### src/rtl/bsg_fsb_pkg.sv
// rtl/bsg_fsb_pkg.sv - shared FSB packet width and packet type
package bsg_fsb_pkg;

    localparam int fsb_packet_width_gp = 80;

    typedef logic [fsb_packet_width_gp-1:0] fsb_packet_t;

endpackage

### src/rtl/fsb_rr_grant.sv
// rtl/fsb_rr_grant.sv - round-robin one-hot grant with last-grant pointer
module fsb_rr_grant #(
    parameter int num_req_p = 2,
    localparam int idx_width_lp = (num_req_p > 1) ? $clog2(num_req_p) : 1
) (
    input  logic                    clk_i,
    input  logic                    reset_i,
    input  logic [num_req_p-1:0]    v_i,
    input  logic                    en_i,
    output logic [num_req_p-1:0]    grant_o,
    output logic [idx_width_lp-1:0] grant_idx_o
);

    logic [idx_width_lp-1:0] last_grant_r;
    int                      best_dist;

    // Distance of requester i from the slot just after the last grant; nearest valid one wins.
    function automatic int rr_dist(input int i, input logic [idx_width_lp-1:0] last);
        int d;
        d = i - int'(last) - 1;
        if (d < 0)
            d = d + num_req_p;
        return d;
    endfunction

    always_comb begin
        best_dist   = num_req_p;
        grant_o     = '0;
        grant_idx_o = '0;
        for (int i = 0; i < num_req_p; i++) begin
            if (v_i[i] && (rr_dist(i, last_grant_r) < best_dist))
                best_dist = rr_dist(i, last_grant_r);
        end
        for (int i = 0; i < num_req_p; i++) begin
            if (v_i[i] && (rr_dist(i, last_grant_r) == best_dist)) begin
                grant_o[i]  = 1'b1;
                grant_idx_o = i[idx_width_lp-1:0];
            end
        end
    end

    always_ff @(posedge clk_i) begin
        if (reset_i)
            last_grant_r <= idx_width_lp'(num_req_p - 1);
        else if (en_i)
            last_grant_r <= grant_idx_o;
    end

endmodule

### src/rtl/fsb_tx_rr_arbiter.sv
// rtl/fsb_tx_rr_arbiter.sv - round-robin packet arbiter onto the host->FSB channel
module fsb_tx_rr_arbiter
    import bsg_fsb_pkg::*;
#(
    parameter int num_req_p    = 2,
    parameter int data_width_p = fsb_packet_width_gp,
    parameter int cnt_width_p  = 16
) (
    input  logic                              clk_i,
    input  logic                              reset_i,
    input  logic [num_req_p-1:0]              v_i,
    input  logic [num_req_p*data_width_p-1:0] data_i,
    output logic [num_req_p-1:0]              ready_o,
    output logic                              fsb_v_o,
    output logic [data_width_p-1:0]           fsb_data_o,
    input  logic                              fsb_ready_i,
    input  logic                              clear_cnt_i,
    output logic [num_req_p*cnt_width_p-1:0]  sent_cnt_o
);

    localparam int idx_width_lp = (num_req_p > 1) ? $clog2(num_req_p) : 1;

    logic                    out_v_r;
    logic [data_width_p-1:0] out_data_r;
    logic [data_width_p-1:0] sel_data;
    logic [num_req_p-1:0]    grant;
    logic [idx_width_lp-1:0] grant_idx;
    logic                    can_load;
    logic                    accept;

    // Register empties or drains this cycle; reset also blocks acceptance so no packet is lost.
    assign can_load = (~out_v_r | fsb_ready_i) & ~reset_i;
    assign accept   = can_load & (|v_i);
    assign ready_o  = grant & {num_req_p{can_load}};

    fsb_rr_grant #(
        .num_req_p(num_req_p)
    ) rr_grant (
        .clk_i      (clk_i),
        .reset_i    (reset_i),
        .v_i        (v_i),
        .en_i       (accept),
        .grant_o    (grant),
        .grant_idx_o(grant_idx)
    );

    always_comb begin
        sel_data = '0;
        for (int i = 0; i < num_req_p; i++) begin
            if (grant_idx == idx_width_lp'(i))
                sel_data = data_i[i*data_width_p +: data_width_p];
        end
    end

    always_ff @(posedge clk_i) begin
        if (reset_i) begin
            out_v_r    <= 1'b0;
            out_data_r <= '0;
        end else if (accept) begin
            out_v_r    <= 1'b1;
            out_data_r <= sel_data;
        end else if (fsb_ready_i) begin
            out_v_r    <= 1'b0;
        end
    end

    assign fsb_v_o    = out_v_r;
    assign fsb_data_o = out_data_r;

    for (genvar i = 0; i < num_req_p; i++) begin : g_cnt
        logic [cnt_width_p-1:0] cnt_r;

        // Clear wins over a coincident accept.
        always_ff @(posedge clk_i) begin
            if (reset_i | clear_cnt_i)
                cnt_r <= '0;
            else if (accept & grant[i])
                cnt_r <= cnt_r + cnt_width_p'(1);
        end

        assign sent_cnt_o[i*cnt_width_p +: cnt_width_p] = cnt_r;
    end

endmodule

### config.mk
export PLATFORM = sky130hd
export DESIGN_NAME = fsb_tx_rr_arbiter
export DESIGN_NICKNAME = d
export VERILOG_FILES = /design/src/rtl/bsg_fsb_pkg.sv /design/src/rtl/fsb_rr_grant.sv /design/src/rtl/fsb_tx_rr_arbiter.sv
export SDC_FILE = /design/constraint.sdc
export NUM_CORES = 1
export LEC_CHECK = 0
export ABC_AREA = 0
export CAP_MARGIN = 20
export CORE_MARGIN = 2
export CORE_UTILIZATION = 25
export CTS_CLUSTER_DIAMETER = 200
export DETAILED_ROUTE_END_ITERATION = 10
export PLACE_DENSITY = 0.57
export SLEW_MARGIN = 25
export SYNTH_ARGS = -nofsm -noshare
export SYNTH_HDL_FRONTEND = slang
export SYNTH_SLANG_ARGS = --single-unit
### constraint.sdc
create_clock -name clk_i -period 2 [get_ports clk_i]
set_input_delay 0.4 -clock clk_i [delete_from_list [all_inputs] [get_ports clk_i]]
set_output_delay 0.4 -clock clk_i [all_outputs]
set_load 0.02 [all_outputs]
Word level (Yosys, flattened, before mapping)

Cells that the tools add are included.

Register bits: 114
Bits of input ports: 166
Logic and storage cells: 43

$add $sub $neg: 8
Magnitude comparators: 4
Equal/unequal tests: 2
Multiplexer cells: 9
Bitwise logic cells: 9
Reduce and logical (&&, ||, !) cells: 6

Operators with widths:

| cell                                                                          | count |
|---|---|
| 32-bit two-way mux                                                            | 4 |
| 80-bit two-way mux                                                            | 1 |
| 32-bit by 3-bit adder with 32-bit output, second input constant               | 2 |
| 32-bit == test                                                                | 2 |
| 32-bit by 1-bit less-than comparator with 1-bit output, second input constant | 2 |
| 32-bit by 2-bit subtractor with 32-bit output, second input constant          | 2 |
| 16-bit by 1-bit adder with 16-bit output, second input constant               | 2 |
| 32-bit by 3-bit less-than comparator with 1-bit output, second input constant | 1 |
| 32-bit less-than comparator                                                   | 1 |
| 1-bit bitwise AND                                                             | 4 |
| 1-bit logical AND                                                             | 4 |
| 1-bit two-way mux                                                             | 4 |
| 1-bit by 1-bit subtractor with 2-bit output, first input constant             | 2 |
| 2-bit bitwise AND                                                             | 1 |
| 1-bit NOT                                                                     | 2 |
| 1-bit OR                                                                      | 2 |
| 2-bit nonzero test                                                            | 1 |
| 2-bit OR reduction                                                            | 1 |

Depth between registers and ports, before layout

Depth in word-level cells: 14
Depth in mapped cells: 7

Hierarchy

From an unflattened synthesis, not the netlist that was laid out.

Cells, all modules: 555
Area, all modules: 5178.7 sq um

By module, submodules not included:

| module            | times used | cells an instance | area each (sq um) | seq. area each (sq um) |
|---|---|---|---|---|
| fsb_tx_rr_arbiter | 1          | 548               | 5117.4            | 2262.2 |
| fsb_rr_grant      | 1          | 7                 | 61.3              | 20.0 |

Worst setup path before layout

No wires, ideal clock.

Path kind: input to register
Start point: input v_i[1]
End point: register g_cnt[1].cnt_r[1]
Library setup time: 0.128 ns
Arrival: 1.741 ns
Required time: 1.872 ns
Setup slack: 0.131 ns
Cell stages on the path: 5
Path buffers: 1
Path through: a21bo_2 > buf_2 > nor3_1 > mux2i_1 > nor2_1

Word-level cells in the longest chain between the ends: 6
Elaborated cells on any way between the ends: 8
Those cells by class: 1 x eq/ne; 2 x mux; 2 x bitwise; 3 x reduce/logical

Ends and longest elaborated chain:

| element              | line                    | RTL |
|---|---|---|
| start, declared      | fsb_tx_rr_arbiter.sv:11 | `input logic [num_req_p-1:0] v_i,` |
| 1-bit logical AND    | fsb_rr_grant.sv:31      | `if (v_i[i] && (rr_dist(i, last_grant_r) < best_dist))` |
| 32-bit two-way mux   | fsb_rr_grant.sv:31      |  |
| 32-bit == test       | fsb_rr_grant.sv:35      | `if (v_i[i] && (rr_dist(i, last_grant_r) == best_dist)) begin` |
| 1-bit logical AND    | fsb_rr_grant.sv:35      |  |
| 1-bit two-way mux    | fsb_rr_grant.sv:35      |  |
| 1-bit bitwise AND *  | fsb_tx_rr_arbiter.sv:77 | `else if (accept & grant[i])` |
| end signal, assigned | fsb_tx_rr_arbiter.sv:78 | `cnt_r <= cnt_r + cnt_width_p'(1);` |
| end, declared        | fsb_tx_rr_arbiter.sv:71 | `logic [cnt_width_p-1:0] cnt_r;` |

Mark *: on every way between the ends. The rest lies on a longest branch, timed or not.
A chain may end at the register's enable or synchronous reset.

Final worst setup path

Start point: register g_cnt[1].cnt_r[10]
End point: output sent_cnt_o[26]

RTL lines:

| element       | line                    | RTL |
|---|---|---|
| end, declared | fsb_tx_rr_arbiter.sv:18 | `output logic [num_req_p*cnt_width_p-1:0] sent_cnt_o` |

No word-level cell between the ends.

==> run summary <==
=========================================================================================
Outcome                                                                      finished clean
Die area                                                                       21100 um^2
Post-Syn Area per Cell                                                          9.13 um^2
Avg WL per Cell                                                                   15.0 um
Max Clk Rate                                                                      520 MHz
Final Hold Violating Endpoints                                                          0
Sink of the worst hold path                                                       fsb_v_o
Reg2Reg Launch Point                                                              fsb_v_o
Num CTS Buffers                                                                        17
Initial Util                                                                        0.255
Input/output buffers                                                                  280
Cell type of the slowest stage on the worst timing path                      clkdlybuf4s50_1
Half-perimeter wire length of the detailed placement result                      12100 um
EDFF count, synth                                                                       0
DRT antenna net count                                                                   0
Placed cells                                                                         1075
Start point of the worst min-delay path                                           reset_i
Cell count after synthesis                                                            546
Number of buffers inserted to repair setup after CTS                                    0
Pin count of the biggest net entering global routing                                   83
Endpoint kind of the worst setup timing path                                  output port
Number of max-cap violations                                                            0
Number of warnings reported in the yosys synthesis log                                  0
DR vias                                                                              4935
Power density over cell area                                                  778 nW/um^2
Worst path bufs/invs                                                                    1
Max Transition Viols Final                                                              0
Ranking of synthesized cells by instance count                               dfxtp_1 (114), nand3_1 (91), o21ai_0 (87)
Detailed Route Iter0 Violations                                                       193
Crit path max-delay family                                                   buffers and inverters
Portion of the post-synthesis area used by sequential elements                      0.458
Deepest clock path buffer count                                                         2
Vias in the first global route                                                       4887
Class of the tightest hold or removal check                                        in2reg
Internal                                                                          4.95 mW
Flip-flop and latch count after synthesis                                             114
Crit path DAT                                                                     1520 ps
Worst VDD drop                                                                   0.532 mV
Hold buffers post-CTS                                                                   0
Area share of the leading cell type in the synthesized netlist                      0.458
Switching power summed over all nets                                              1.88 mW
Count of different cell masters after synthesis                                        34
End of the worst register-to-register path                                   fsb_data_o[50]
Fraction of power consumed by combinational cells                                   0.201
DRT Wirelength                                                                   16600 um
Num rows                                                                               51
Clock root buffer master                                                        clkbuf_16
First-pass GRT wire length                                                       26800 um
Share of total power consumed by net switching                                      0.275
Clock sink count                                                                      114
Final instance count without filler cells                                            1107
Antenna diodes                                                                          0
Routed length on met2                                                             8170 um
Proportion of register bits with asynchronous set or reset after synthesis              0
Vias/cell                                                                            4.46
Clock share of power                                                                0.428
Largest driver fanout on the critical path                                              7
Total Nets Final                                                                      997
Share of cells above drive strength 1                                              0.0843
Mapped Nets                                                                           714
Metal1 wirelength                                                                 6830 um
Top-Level Pins                                                                        281
Layout overhead on the synthesized area                                             76.1%
Number of cells on the worst hold path                                                  3
Unrepaired setup endpoints after global routing                                     false
Length of the first detailed-routing pass in iterations                                 4
Height of the die                                                                  145 um
Leakage                                                                           3.49 nW
Initial antenna violation count                                                         0
Final Cycle Share                                                                   0.961
Residual overflow from global routing                                                   0
Clock tree from TritonCTS                                                             yes
Register-to-register setup slack                                                   240 ps
Final Power                                                                       6.83 mW
Clock latency on the worst-skew pair                                               410 ps
Type of the setup path with the least slack                                       reg2out
Critical Path, Cell by Cell                                                  clkdlybuf4s50_1
Area contributors post-synth                                                 dfxtp_1 (46%), mux2i_1 (16%), nand3_1 (9.1%), o21ai_0 (8.7%), a21oi_1 (2.3%)
Worst slew pin tran                                                                935 ps
Most area-hungry cell type in the Yosys netlist                                   dfxtp_1
R2r worst-path depth                                                                    7
Met3 WL                                                                           1420 um
Delay of the slowest critical-path stage                                           660 ps
Width of the chip                                                                  145 um
Normalized max-slew margin                                                          0.377
Netlist Area Pre-Place                                                          4990 um^2
Sort of element at the start of the critical path                                    flop
Worst setup skew after layout                                                     5.46 ps
Final GP Congestion                                                                 0.743
Library cell with the highest instance count after synthesis                      dfxtp_1
H-tree depth reported by CTS                                                            4
Setup Viol. Count Final                                                                 0
Final critical path time including I/O delays and setup                           1920 ps
Crit path required time                                                           1600 ps
Top_reg_cell synth                                                                dfxtp_1
Sequential Power Share                                                              0.371
Number of design rule violations left after detail routing                              0
Total global routing track utilization                                              0.159
Core Area                                                                      19500 um^2
Worst-path clk slew                                                                 60 ps
Top layer reached by signal wires                                                    met4
=========================================================================================
registers in the layout, summed over array words and instances (netlist names):
name / count
fsb_v_o: 1
rr_grant.last_grant_r: 1
g_cnt.cnt_r: 32
fsb_data_o: 80
layout by cell type (no fill, tap or decap), types with 2 or more instances in the layout:
cell type | synthesis | final
a21oi_1 | 23 | 23
nor4_1 | 4 | 4
buf_4 | 0 | 26
inv_1 | 6 | 6
nand4_1 | 5 | 5
dfxtp_1 | 114 | 114
and2_1 | 2 | 2
or3_1 | 10 | 8
o31ai_1 | 14 | 14
xnor2_1 | 6 | 6
or3_4 | 0 | 2
clkinv_2 | 0 | 2
clkinv_4 | 0 | 3
clkinvlp_4 | 0 | 4
buf_2 | 10 | 2
nand2b_1 | 3 | 3
clkbuf_16 | 0 | 17
and4_1 | 5 | 5
ha_1 | 2 | 2
nand2_1 | 10 | 10
nor2b_1 | 2 | 2
mux2i_1 | 82 | 82
buf_12 | 0 | 3
o21ai_0 | 87 | 87
dlymetal6s2s_1 | 0 | 3
clkdlybuf4s50_1 | 0 | 275
inv_6 | 0 | 4
nand3_1 | 91 | 91
nor2_1 | 10 | 10
or4_1 | 14 | 14
cell families (layout without fill, tap and decap cells):
kind of cell,count (synthesis),after routing,share of synthesized area
multiplexers,82,82,0.165
buffers and inverters,52,348,0.0432
adder cells (fa/ha/maj),2,2,0.00502
XOR/XNOR,7,7,0.0123
flip-flops,114,114,0.458
AO/OA/AOI/OAI,129,129,0.140
AND/OR/NAND/NOR,160,160,0.177
power by group through the flow:
stage	registers (mW)	clock network (mW)	logic [mW]
global route	2.55	3.14	1.48
CTS	2.53	3.01	1.40
global placement	2.57	0	1.40
floorplan	2.78	0	0.374
finish	2.53	2.92	1.37
detailed placement	2.58	0	1.40
through the flow:
stage | cell area (um^2) | hold slack [ps] | utilization | setup TNS [ps] | setup slack, ps
final | 8780 | 464 | 0.450 | 0 | 78.0
after global routing | 8780 | 485 | 0.450 | 0 | 8.87
after CTS | 8760 | 474 | 0.449 | 0 | 5.00
after detailed placement | 8200 | 461 | 0.420 | -19080 | -387
after global placement | 8200 | 451 | 0.420 | -19530 | -368
after floorplan | 4990 | 488 | - | 0 | 131
routing by layer:
layer | GRT usage | vias to the layer above
li1 | - | 2576
met1 | 0.185 | 2180
met2 | 0.267 | 168
met3 | 0.0711 | 11
met4 | 0.0392 | 0
met5 | 0 | -
tightest hold or removal path: stages:
cell and delay (ps):
dlymetal6s2s_1 230, buf_4 170, a21oi_1 40
final cells by class:
class / instances / area, um^2
fill: 1990 / 10700
timing repair buffer: 309 / 3060
clock buffer: 18 / 439
multi-input combinational: 380 / 2510
sequential: 114 / 2280
clock inverter: 14 / 131
tap: 265 / 332
inverter: 7 / 26.3
timing repair:
action,4_1_cts,5_1_grt
setup endpoints to repair,2,7
pin swaps,0,0
gates resized for setup,7,7
worst max-delay path by stage:
stage | end | start | slack (ps) | depth (start not counted)
finish | sent_cnt_o[26] | g_cnt[1].cnt_r[10] | 80 | 1
global route | sent_cnt_o[26] | g_cnt[1].cnt_r[10] | 9 | 1
CTS | ready_o[0] | v_i[1] | 5 | 6
detailed placement | ready_o[1] | v_i[1] | -390 | 5
global placement | ready_o[1] | v_i[1] | -370 | 5
floorplan | g_cnt[1].cnt_r[1] | v_i[1] | 130 | 5
(Power assumes the default switching activity.)
